### src/rtl/updown_game_core.sv
// Number-guessing game engine: free-running LFSR, secret capture, UP/DOWN/HIT hints, WIN/LOSE tracking.
// Optional `dist` output (|guess - secret|) is compiled in when UPDOWN_DIST_EN is defined.
module updown_game_core #(
   parameter int              WIDTH     = 7,
   parameter int              RANGE_MAX = 99,
   parameter int              MAX_TRIES = 7,
   parameter logic [WIDTH-1:0] LFSR_TAPS = 7'h60
) (
   input  logic             clk,
   input  logic             reset,
   input  logic             start,
   input  logic             guess_valid,
   input  logic [WIDTH-1:0] guess_data,
   output logic             guess_ready,
   output logic             result_valid,
   output logic [1:0]       result,
   output logic [7:0]       tries_used,
   output logic             game_over,
   output logic             win,
   output logic [WIDTH-1:0] secret_out
`ifdef UPDOWN_DIST_EN
   ,
   output logic [WIDTH-1:0] dist
`endif
);

   localparam logic [1:0] ST_IDLE = 2'd0;
   localparam logic [1:0] ST_PLAY = 2'd1;
   localparam logic [1:0] ST_WIN  = 2'd2;
   localparam logic [1:0] ST_LOSE = 2'd3;

   localparam logic [1:0] RES_OOR  = 2'b00;
   localparam logic [1:0] RES_UP   = 2'b01;
   localparam logic [1:0] RES_DOWN = 2'b10;
   localparam logic [1:0] RES_HIT  = 2'b11;

   localparam logic [WIDTH-1:0] RANGE_MAX_W  = WIDTH'(RANGE_MAX);
   localparam logic [WIDTH-1:0] RANGE_SPAN_W = WIDTH'(RANGE_MAX + 1);
   localparam logic [7:0]       MAX_TRIES_W  = 8'(MAX_TRIES);

   logic [1:0]       state_reg, state_next;
   logic [WIDTH-1:0] lfsr_reg, lfsr_next;
   logic [WIDTH-1:0] secret_reg, secret_next;
   logic [1:0]       result_reg, result_next;
   logic [7:0]       tries_reg, tries_next;
   logic             result_valid_reg, result_valid_next;
   logic [WIDTH-1:0] dist_reg, dist_next;

   logic             guess_accept;
   logic             guess_in_range;
   logic [WIDTH-1:0] guess_diff;
   logic [WIDTH-1:0] secret_capture;

   // Galois right-shift LFSR: each bit takes its upper neighbour, XORed with the tap when bit 0 is set.
   generate
      for (genvar gi = 0; gi < WIDTH; gi++) begin : g_lfsr
         if (gi == WIDTH - 1) begin : g_top
            assign lfsr_next[gi] = LFSR_TAPS[gi] & lfsr_reg[0];
         end else begin : g_mid
            assign lfsr_next[gi] = lfsr_reg[gi+1] ^ (LFSR_TAPS[gi] & lfsr_reg[0]);
         end
      end
   endgenerate

   // Fold LFSR values above the range back into 0..RANGE_MAX.
   assign secret_capture = (lfsr_reg > RANGE_MAX_W) ? (lfsr_reg - RANGE_SPAN_W) : lfsr_reg;

   assign guess_accept   = guess_valid && (state_reg == ST_PLAY) && !start;
   assign guess_in_range = (guess_data <= RANGE_MAX_W);
   assign guess_diff     = (guess_data > secret_reg) ? (guess_data - secret_reg)
                                                     : (secret_reg - guess_data);

   always_comb begin
      state_next        = state_reg;
      secret_next       = secret_reg;
      result_next       = result_reg;
      tries_next        = tries_reg;
      result_valid_next = 1'b0;
      dist_next         = dist_reg;

      if (start) begin
         state_next  = ST_PLAY;
         secret_next = secret_capture;
         result_next = RES_OOR;
         tries_next  = 8'd0;
         dist_next   = '0;
      end else if (guess_accept) begin
         result_valid_next = 1'b1;
         if (!guess_in_range) begin
            result_next = RES_OOR;
            dist_next   = '0;
         end else begin
            tries_next = tries_reg + 8'd1;
            dist_next  = guess_diff;
            if (guess_data < secret_reg) begin
               result_next = RES_UP;
            end else if (guess_data > secret_reg) begin
               result_next = RES_DOWN;
            end else begin
               result_next = RES_HIT;
            end
            // A hit on the last try is still a win.
            if (guess_data == secret_reg) begin
               state_next = ST_WIN;
            end else if (tries_reg + 8'd1 == MAX_TRIES_W) begin
               state_next = ST_LOSE;
            end
         end
      end
   end

   always_ff @(posedge clk) begin
      if (reset) begin
         state_reg        <= ST_IDLE;
         lfsr_reg         <= WIDTH'(1);
         secret_reg       <= '0;
         result_reg       <= RES_OOR;
         tries_reg        <= 8'd0;
         result_valid_reg <= 1'b0;
         dist_reg         <= '0;
      end else begin
         state_reg        <= state_next;
         lfsr_reg         <= lfsr_next;
         secret_reg       <= secret_next;
         result_reg       <= result_next;
         tries_reg        <= tries_next;
         result_valid_reg <= result_valid_next;
         dist_reg         <= dist_next;
      end
   end

   assign guess_ready  = (state_reg == ST_PLAY);
   assign result_valid = result_valid_reg;
   assign result       = result_reg;
   assign tries_used   = tries_reg;
   assign game_over    = (state_reg == ST_WIN) || (state_reg == ST_LOSE);
   assign win          = (state_reg == ST_WIN);
   assign secret_out   = secret_reg;

`ifdef UPDOWN_DIST_EN
   assign dist = dist_reg;
`else
   logic dist_unused;
   assign dist_unused = ^dist_reg;
`endif

endmodule

### config.mk
export PLATFORM = sky130hd
export DESIGN_NAME = updown_game_core
export DESIGN_NICKNAME = d
export VERILOG_FILES = /design/src/rtl/updown_game_core.sv
export SDC_FILE = /design/constraint.sdc
export NUM_CORES = 1
export LEC_CHECK = 0
export BUFFER_PORTS_ARGS = -buffer_cell sky130_fd_sc_hd__buf_4
export CAP_MARGIN = 20
export CORE_MARGIN = 5
export CORE_UTILIZATION = 40
export DETAILED_ROUTE_END_ITERATION = 16
export SLEW_MARGIN = 15
export SYNTH_ARGS = -nofsm -noshare
export SYNTH_HDL_FRONTEND = slang
export SYNTH_SLANG_ARGS = --single-unit
### constraint.sdc
create_clock -name clk -period 2 [get_ports clk]
set_input_delay 0.3 -clock clk [delete_from_list [all_inputs] [get_ports clk]]
set_output_delay 0.3 -clock clk [all_outputs]
set_load 0.01 [all_outputs]
== After elaboration in Yosys (flattened, before gate mapping) ==
Cells that the tools add are included.
Storage, ports and cells
  register bits after elaboration: 27
  input port bits: 11
Cells by class
  add/sub/neg operators: 2
  order comparisons: 4
  eq/ne operators: 5
  multiplexer cells: 10
  bitwise gates (word level): 1
  reduce and logical (&&, ||, !) cells: 12
Operator list (number)
  8-bit by 1-bit adder with 8-bit output (second input constant): 1
  8-bit by 3-bit equality test with 1-bit output (second input constant): 1
  2-bit two-way mux: 4
  7-bit equality test: 1
  7-bit greater-than comparator: 1
  7-bit greater-than comparator (second input constant): 1
  7-bit less-or-equal comparator (second input constant): 1
  7-bit < comparator: 1
  7-bit two-way mux: 1
  7-bit subtractor (second input constant): 1
  3-bit AND reduction: 2
  2-bit nonzero test: 3
  1-bit two-way mux: 5
  2-bit equality test (second input constant): 2
  3-bit nonzero test: 1
  2-bit by 1-bit equality test with 1-bit output (second input constant): 1
  1-bit logical AND: 2
  2-bit AND reduction: 1
  2-bit OR reduction: 1
  1-bit logical NOT: 1
  1-bit logical OR: 1
  1-bit XOR: 1

== Longest topological paths before layout ==
  depth in word-level cells: 7
  gate-level depth with buffers: 7
  depth with buffers taken out: 7

== Worst setup path after synthesis ==
No wires, ideal clock.
  path kind: register to register
  start: reg secret_reg[1] (netlist: secret_out[1])
  end: reg result_reg[1] (netlist: result[1])
  setup time: 0.139 ns
  arrival: 1.582 ns
  data required time: 1.861 ns
  setup slack: 0.279 ns
  cell stages (with the launch flop): 8
  clock period less this slack: 1.721 ns
  cell sequence: dfxtp_1 -> inv_1 -> ha_1 -> nor2b_1 -> o21ai_0 -> a21oi_1 -> a2111oi_0 -> o21ai_0
Between the ends
  word-level cells in the longest chain between the ends: 3
Ends and longest elaborated chain
  start: declaration: RTL line 43  | logic [WIDTH-1:0] secret_reg, secret_next;
  start signal: assignment: RTL line 124  | secret_reg <= secret_next;
  7-bit < comparator: RTL line 95  | if (guess_data < secret_reg) begin
  2-bit two-way mux: RTL line 95
  2-bit two-way mux: RTL line 89  | if (!guess_in_range) begin
  end signal: assignment: RTL line 125  | result_reg <= result_next;
  end: declaration: RTL line 44  | logic [1:0] result_reg, result_next;
Every way passes these cells.
A chain may end at the register's enable or synchronous reset.

== Final worst setup path ==
Same ends and word-level chain as after synthesis.

==> results.md <==
| Step | Item | Value |
|---|---|---|
| final layout | Area growth, synth to finish | 20.7% |
| place | # port buffers | 31 |
| floorplanning | Ports | 32 |
| floorplanning | Starting density of the core | 42.2% |
| final layout | Proportion of layout cells with a drive suffix above 1 | 24.4% |
| setup path | Nature of the critical path endpoint | flip-flop |
| grt | Met2 global-route usage | 21.3% |
| floorplanning | CORE AREA | 0.00342 sq mm |
| route | Total via count after detailed routing | 1199 |
| logic synthesis | Compound-cell area share of the yosys netlist | 12.6% |
| logic synthesis | Mean cell area of the mapped netlist | 8.59 sq um |
| grt | Global-route wire length before repair | 5190 um |
| place | Routability congestion estimate | 0.818 |
| grt | Number of antenna violations at the first check in global routing | 0 |
| clock tree | Post-CTS setup buffer count | 0 |
| status | Run status | complete, no violations |
| floorplanning | Die outline width | 70.1 um |
| place | Placed cell area | 0.00171 sq mm |
| grt | Busiest layer in global routing | met2 |
| route | DRT antenna net count | 0 |
| logic synthesis | Number of synthesized flops with an enable pin | 0 |
| timing | Rel. slew slack | 70.0% |
| final layout | Diode count | 0 |
| floorplanning | Number of core rows | 21 |
| setup path | Worst endpoint required time | 2.21 ns |
| final layout | Final net count | 219 |
| final layout | Area used by multi-input combinational logic | 816 sq um |
| timing | Worst Setup Slack, final | 0.206 ns |
| timing | Max Freq | 557 MHz |
| final layout | Number of flip-flops under the largest register name | 8 |
| logic synthesis | Synth Net Count | 189 |
| logic synthesis | Synthesized area | 0.00144 sq mm |
| pwr | Cell Pwr Density | 534 mW/mm^2 |
| route | Iter 0 DRT Violations | 35 |
| logic synthesis | Main combinational cell family by area after synthesis | simple AND/OR/NAND/NOR gates |
| timing | Maximum clock skew at final layout | 0.00347 ns |
| grt | Total overflow reported by the global router | 0 |
| route | Routed WL | 3060 um |
| clock tree | TritonCTS clock tree | done |
| route | DR DRC count | 0 |
| place | Half-perimeter wire length after placement | 2380 um |
| logic synthesis | Simple-gate portion of the synthesized area | 25.8% |
| logic synthesis | Yosys warning count | 0 |
| floorplanning | Height of the die | 70.1 um |
| clock tree | Count of H-tree levels built during CTS | 1 |
| timing | Final critical path time including I/O delays and setup | 1.79 ns |
| hold path | Hold WC Path Type | in2reg |
| logic synthesis | Post-synthesis mux area share | 2.08% |
| logic synthesis | Share of synthesized area occupied by flip-flops and latches | 37.5% |
| setup path | Critical path class | reg2reg |
| clock tree | Gates resized, CTS repair | 0 |
| timing | Share of the clock period used by the worst path after layout | 89.7% |
| clock tree | Clock latency reported for the late side of the worst-skew pair | 0.32 ns |
| logic synthesis | Number of different library cells in the post-synthesis netlist | 39 |
| logic synthesis | Portion of synthesized cell area occupied by the leading cell type | 37.5% |
| clock tree | Count of hold buffers inserted by post-cts repair | 0 |
| setup path | Crit path DAT | 2.00 ns |
| route | DR WL/cell | 12.6 um |
| clock tree | Clk sink count | 27 |
| grt | Met3 demand-to-capacity share in global routing | 3.59% |
| timing | Setup repair after global routing missed its margin | false |
| logic synthesis | Register bit count reported by yosys | 27 |
| clock tree | Maximum buffer depth of the clock tree | 2 |
| logic synthesis | Most instantiated flip-flop cell in the synthesis netlist | sky130_fd_sc_hd__dfxtp_1 |
| floorplanning | Die ar. | 0.00491 sq mm |
| setup path | CP Launch Type | flip-flop |
| timing | Number of pins with negative max-slew slack in the final report | 0 |
| clock tree | TritonCTS Buffers | 3 |
| flow run | Max capacitance violation total | 0 |
| logic synthesis | Fraction of registers with async set or reset after synthesis | 0% |
| clock tree | Clock-pin slew on the worst setup and hold paths | 0.14 ns |
| logic synthesis | Synthesized-area fraction occupied by adder cells | 8.67% |
| route | Average vias per placed instance | 4.93 |
| logic synthesis | Post-Synth XOR/XNOR Area | 7.29% |
| timing | Final Setup Violations | 0 |
| pwr | Worst VDD drop | 0.367 mV |
| logic synthesis | Gate count after technology mapping | 168 |
| logic synthesis | Count leader, synth | sky130_fd_sc_hd__dfxtp_1 |
| setup path | Top fanout value on the critical path | 3 |
| logic synthesis | Largest cells by area after synthesis | sky130_fd_sc_hd__dfxtp_1 37%, sky130_fd_sc_hd__ha_1 8.7%, sky130_fd_sc_hd__nor2_1 5.5% |
| grt | Tot GR Track Use | 12.5% |
| grt | Vias in the first global route | 1191 |
| timing | Final sum of negative setup slack | 0 ns |
| pwr | Static Leak | 0.699 nW |
| route | DR pass1 iterations | 4 |
| clock tree | Clock tree root buffer cell | sky130_fd_sc_hd__clkbuf_4 |
| timing | Slew at the pin with the worst max-slew slack | 0.444 ns |
| logic synthesis | Top post-synthesis cells by count | 27 x sky130_fd_sc_hd__dfxtp_1, 21 x sky130_fd_sc_hd__nor2_1, 15 x sky130_fd_sc_hd__nand2_1 |
| final layout | Post-route cell area | 0.00174 sq mm |
| grt | GR Layer Usage met1 | 15.4% |
| timing | Number of hold violations in the final report | 0 |
| grt | Maximum number of pins on one net before global-route repair | 18 |
| final layout | Storage element area | 541 sq um |
| logic synthesis | Cell taking the most area after synthesis | sky130_fd_sc_hd__dfxtp_1 |
| final layout | Final-layout fill cell count | 355 |
| place | Setup slack after placement | 0.126 ns |
## kinds of logic (layout without fill, tap and decap cells)
kind of cell / count (synthesis) / in the layout
XOR/XNOR: 12 / 12
buffers and inverters: 21 / 50
multiplexers: 3 / 3
AND/OR/NAND/NOR: 71 / 71
AO/OA/AOI/OAI: 24 / 24
adder cells (fa/ha/maj): 10 / 10
flip-flops: 27 / 27
## cell type report
| cell class | instances | area share (%) |
|---|---|---|
| clock buffers | 3 | 1.29 |
| clock inverters | 1 | 0.287 |
| well taps | 46 | 3.30 |
| inverters | 12 | 2.59 |
| repair buffers | 34 | 14.7 |
| multi-input cells | 120 | 46.8 |
| flip-flops and latches | 27 | 31.0 |
## per-layer routing
metal,vias to the layer above,routed length [um],part of all wire [%]
met4,0,29,0.95
met3,4,149,4.9
li1,632,-,-
met1,543,1490,49
met2,20,1390,45
met5,-,0,0
## cells in the final DEF, fill, tap and decap left out
cell type / Yosys / final
sky130_fd_sc_hd__buf_4: 1 / 34
sky130_fd_sc_hd__dfxtp_1: 27 / 27
sky130_fd_sc_hd__nor2_1: 21 / 21
sky130_fd_sc_hd__nand2_1: 15 / 15
sky130_fd_sc_hd__inv_1: 12 / 12
sky130_fd_sc_hd__nand3_1: 10 / 10
sky130_fd_sc_hd__ha_1: 10 / 10
sky130_fd_sc_hd__a21oi_1: 8 / 8
sky130_fd_sc_hd__xor2_1: 7 / 7
sky130_fd_sc_hd__nor2b_1: 6 / 6
sky130_fd_sc_hd__xnor2_1: 5 / 5
sky130_fd_sc_hd__nand4_1: 4 / 4
sky130_fd_sc_hd__nand2b_1: 4 / 4
sky130_fd_sc_hd__a211oi_1: 3 / 3
sky130_fd_sc_hd__or2_2: 3 / 3
sky130_fd_sc_hd__mux2i_1: 3 / 3
sky130_fd_sc_hd__clkbuf_4: 0 / 3
sky130_fd_sc_hd__o21ai_0: 2 / 2
sky130_fd_sc_hd__o211ai_1: 2 / 2
sky130_fd_sc_hd__o311a_4: 1 / 1
sky130_fd_sc_hd__nand4bb_2: 1 / 1
sky130_fd_sc_hd__nor2_2: 1 / 1
sky130_fd_sc_hd__nand3_2: 1 / 1
sky130_fd_sc_hd__or3_1: 1 / 1
sky130_fd_sc_hd__a41o_1: 1 / 1
sky130_fd_sc_hd__nor4_1: 1 / 1
sky130_fd_sc_hd__a31oi_1: 1 / 1
sky130_fd_sc_hd__a211o_1: 1 / 1
sky130_fd_sc_hd__o311ai_0: 1 / 1
sky130_fd_sc_hd__nor3_1: 1 / 1
sky130_fd_sc_hd__and4b_1: 1 / 1
sky130_fd_sc_hd__a211oi_2: 1 / 1
sky130_fd_sc_hd__a2111oi_1: 0 / 1
sky130_fd_sc_hd__nor4_4: 1 / 1
sky130_fd_sc_hd__a311oi_1: 1 / 1
sky130_fd_sc_hd__a31o_2: 1 / 1
sky130_fd_sc_hd__clkinv_2: 0 / 1
## report_power, final
group | total, W | internal, W | switching [W]
Clock | 0.000233 | 0.0000748 | 0.000158
Sequential | 0.000569 | 0.000554 | 0.0000157
Combinational | 0.000128 | 0.0000626 | 0.0000653
## worst max-delay path, stage by stage, from the launching register on
cell                        delay [ns]
sky130_fd_sc_hd__dfxtp_1          0.39
sky130_fd_sc_hd__inv_1            0.05
sky130_fd_sc_hd__ha_1             0.28
sky130_fd_sc_hd__nor2b_1          0.13
sky130_fd_sc_hd__o21ai_0          0.14
sky130_fd_sc_hd__a21oi_1          0.09
sky130_fd_sc_hd__a2111oi_1        0.46
sky130_fd_sc_hd__o21ai_0          0.15
## path summary, 6_finish.rpt
path	from	endpoint	slack [ns]	cells past startpoint
hold / removal	reset	secret_out[6]	0.25	2
setup / recovery	secret_out[1]	result[1]	0.21	7
hold reg to reg	result[1]	result[1]	0.48	2
setup reg to reg	secret_out[1]	result[1]	0.21	7
## metrics by stage
step,utilization (%),std cells,total power [W],hold WS (ns)
3_3_place_gp,50.1,239,0.000706,0.463
3_5_place_dp,50.1,239,0.000709,0.466
6_report,51.0,243,0.000930,0.255
5_1_grt,51.0,243,0.000986,0.229
4_1_cts,51.0,243,0.000950,0.235
2_1_floorplan,-,168,0.000653,0.372
Note: power is estimated with default switching activity, not from simulation.
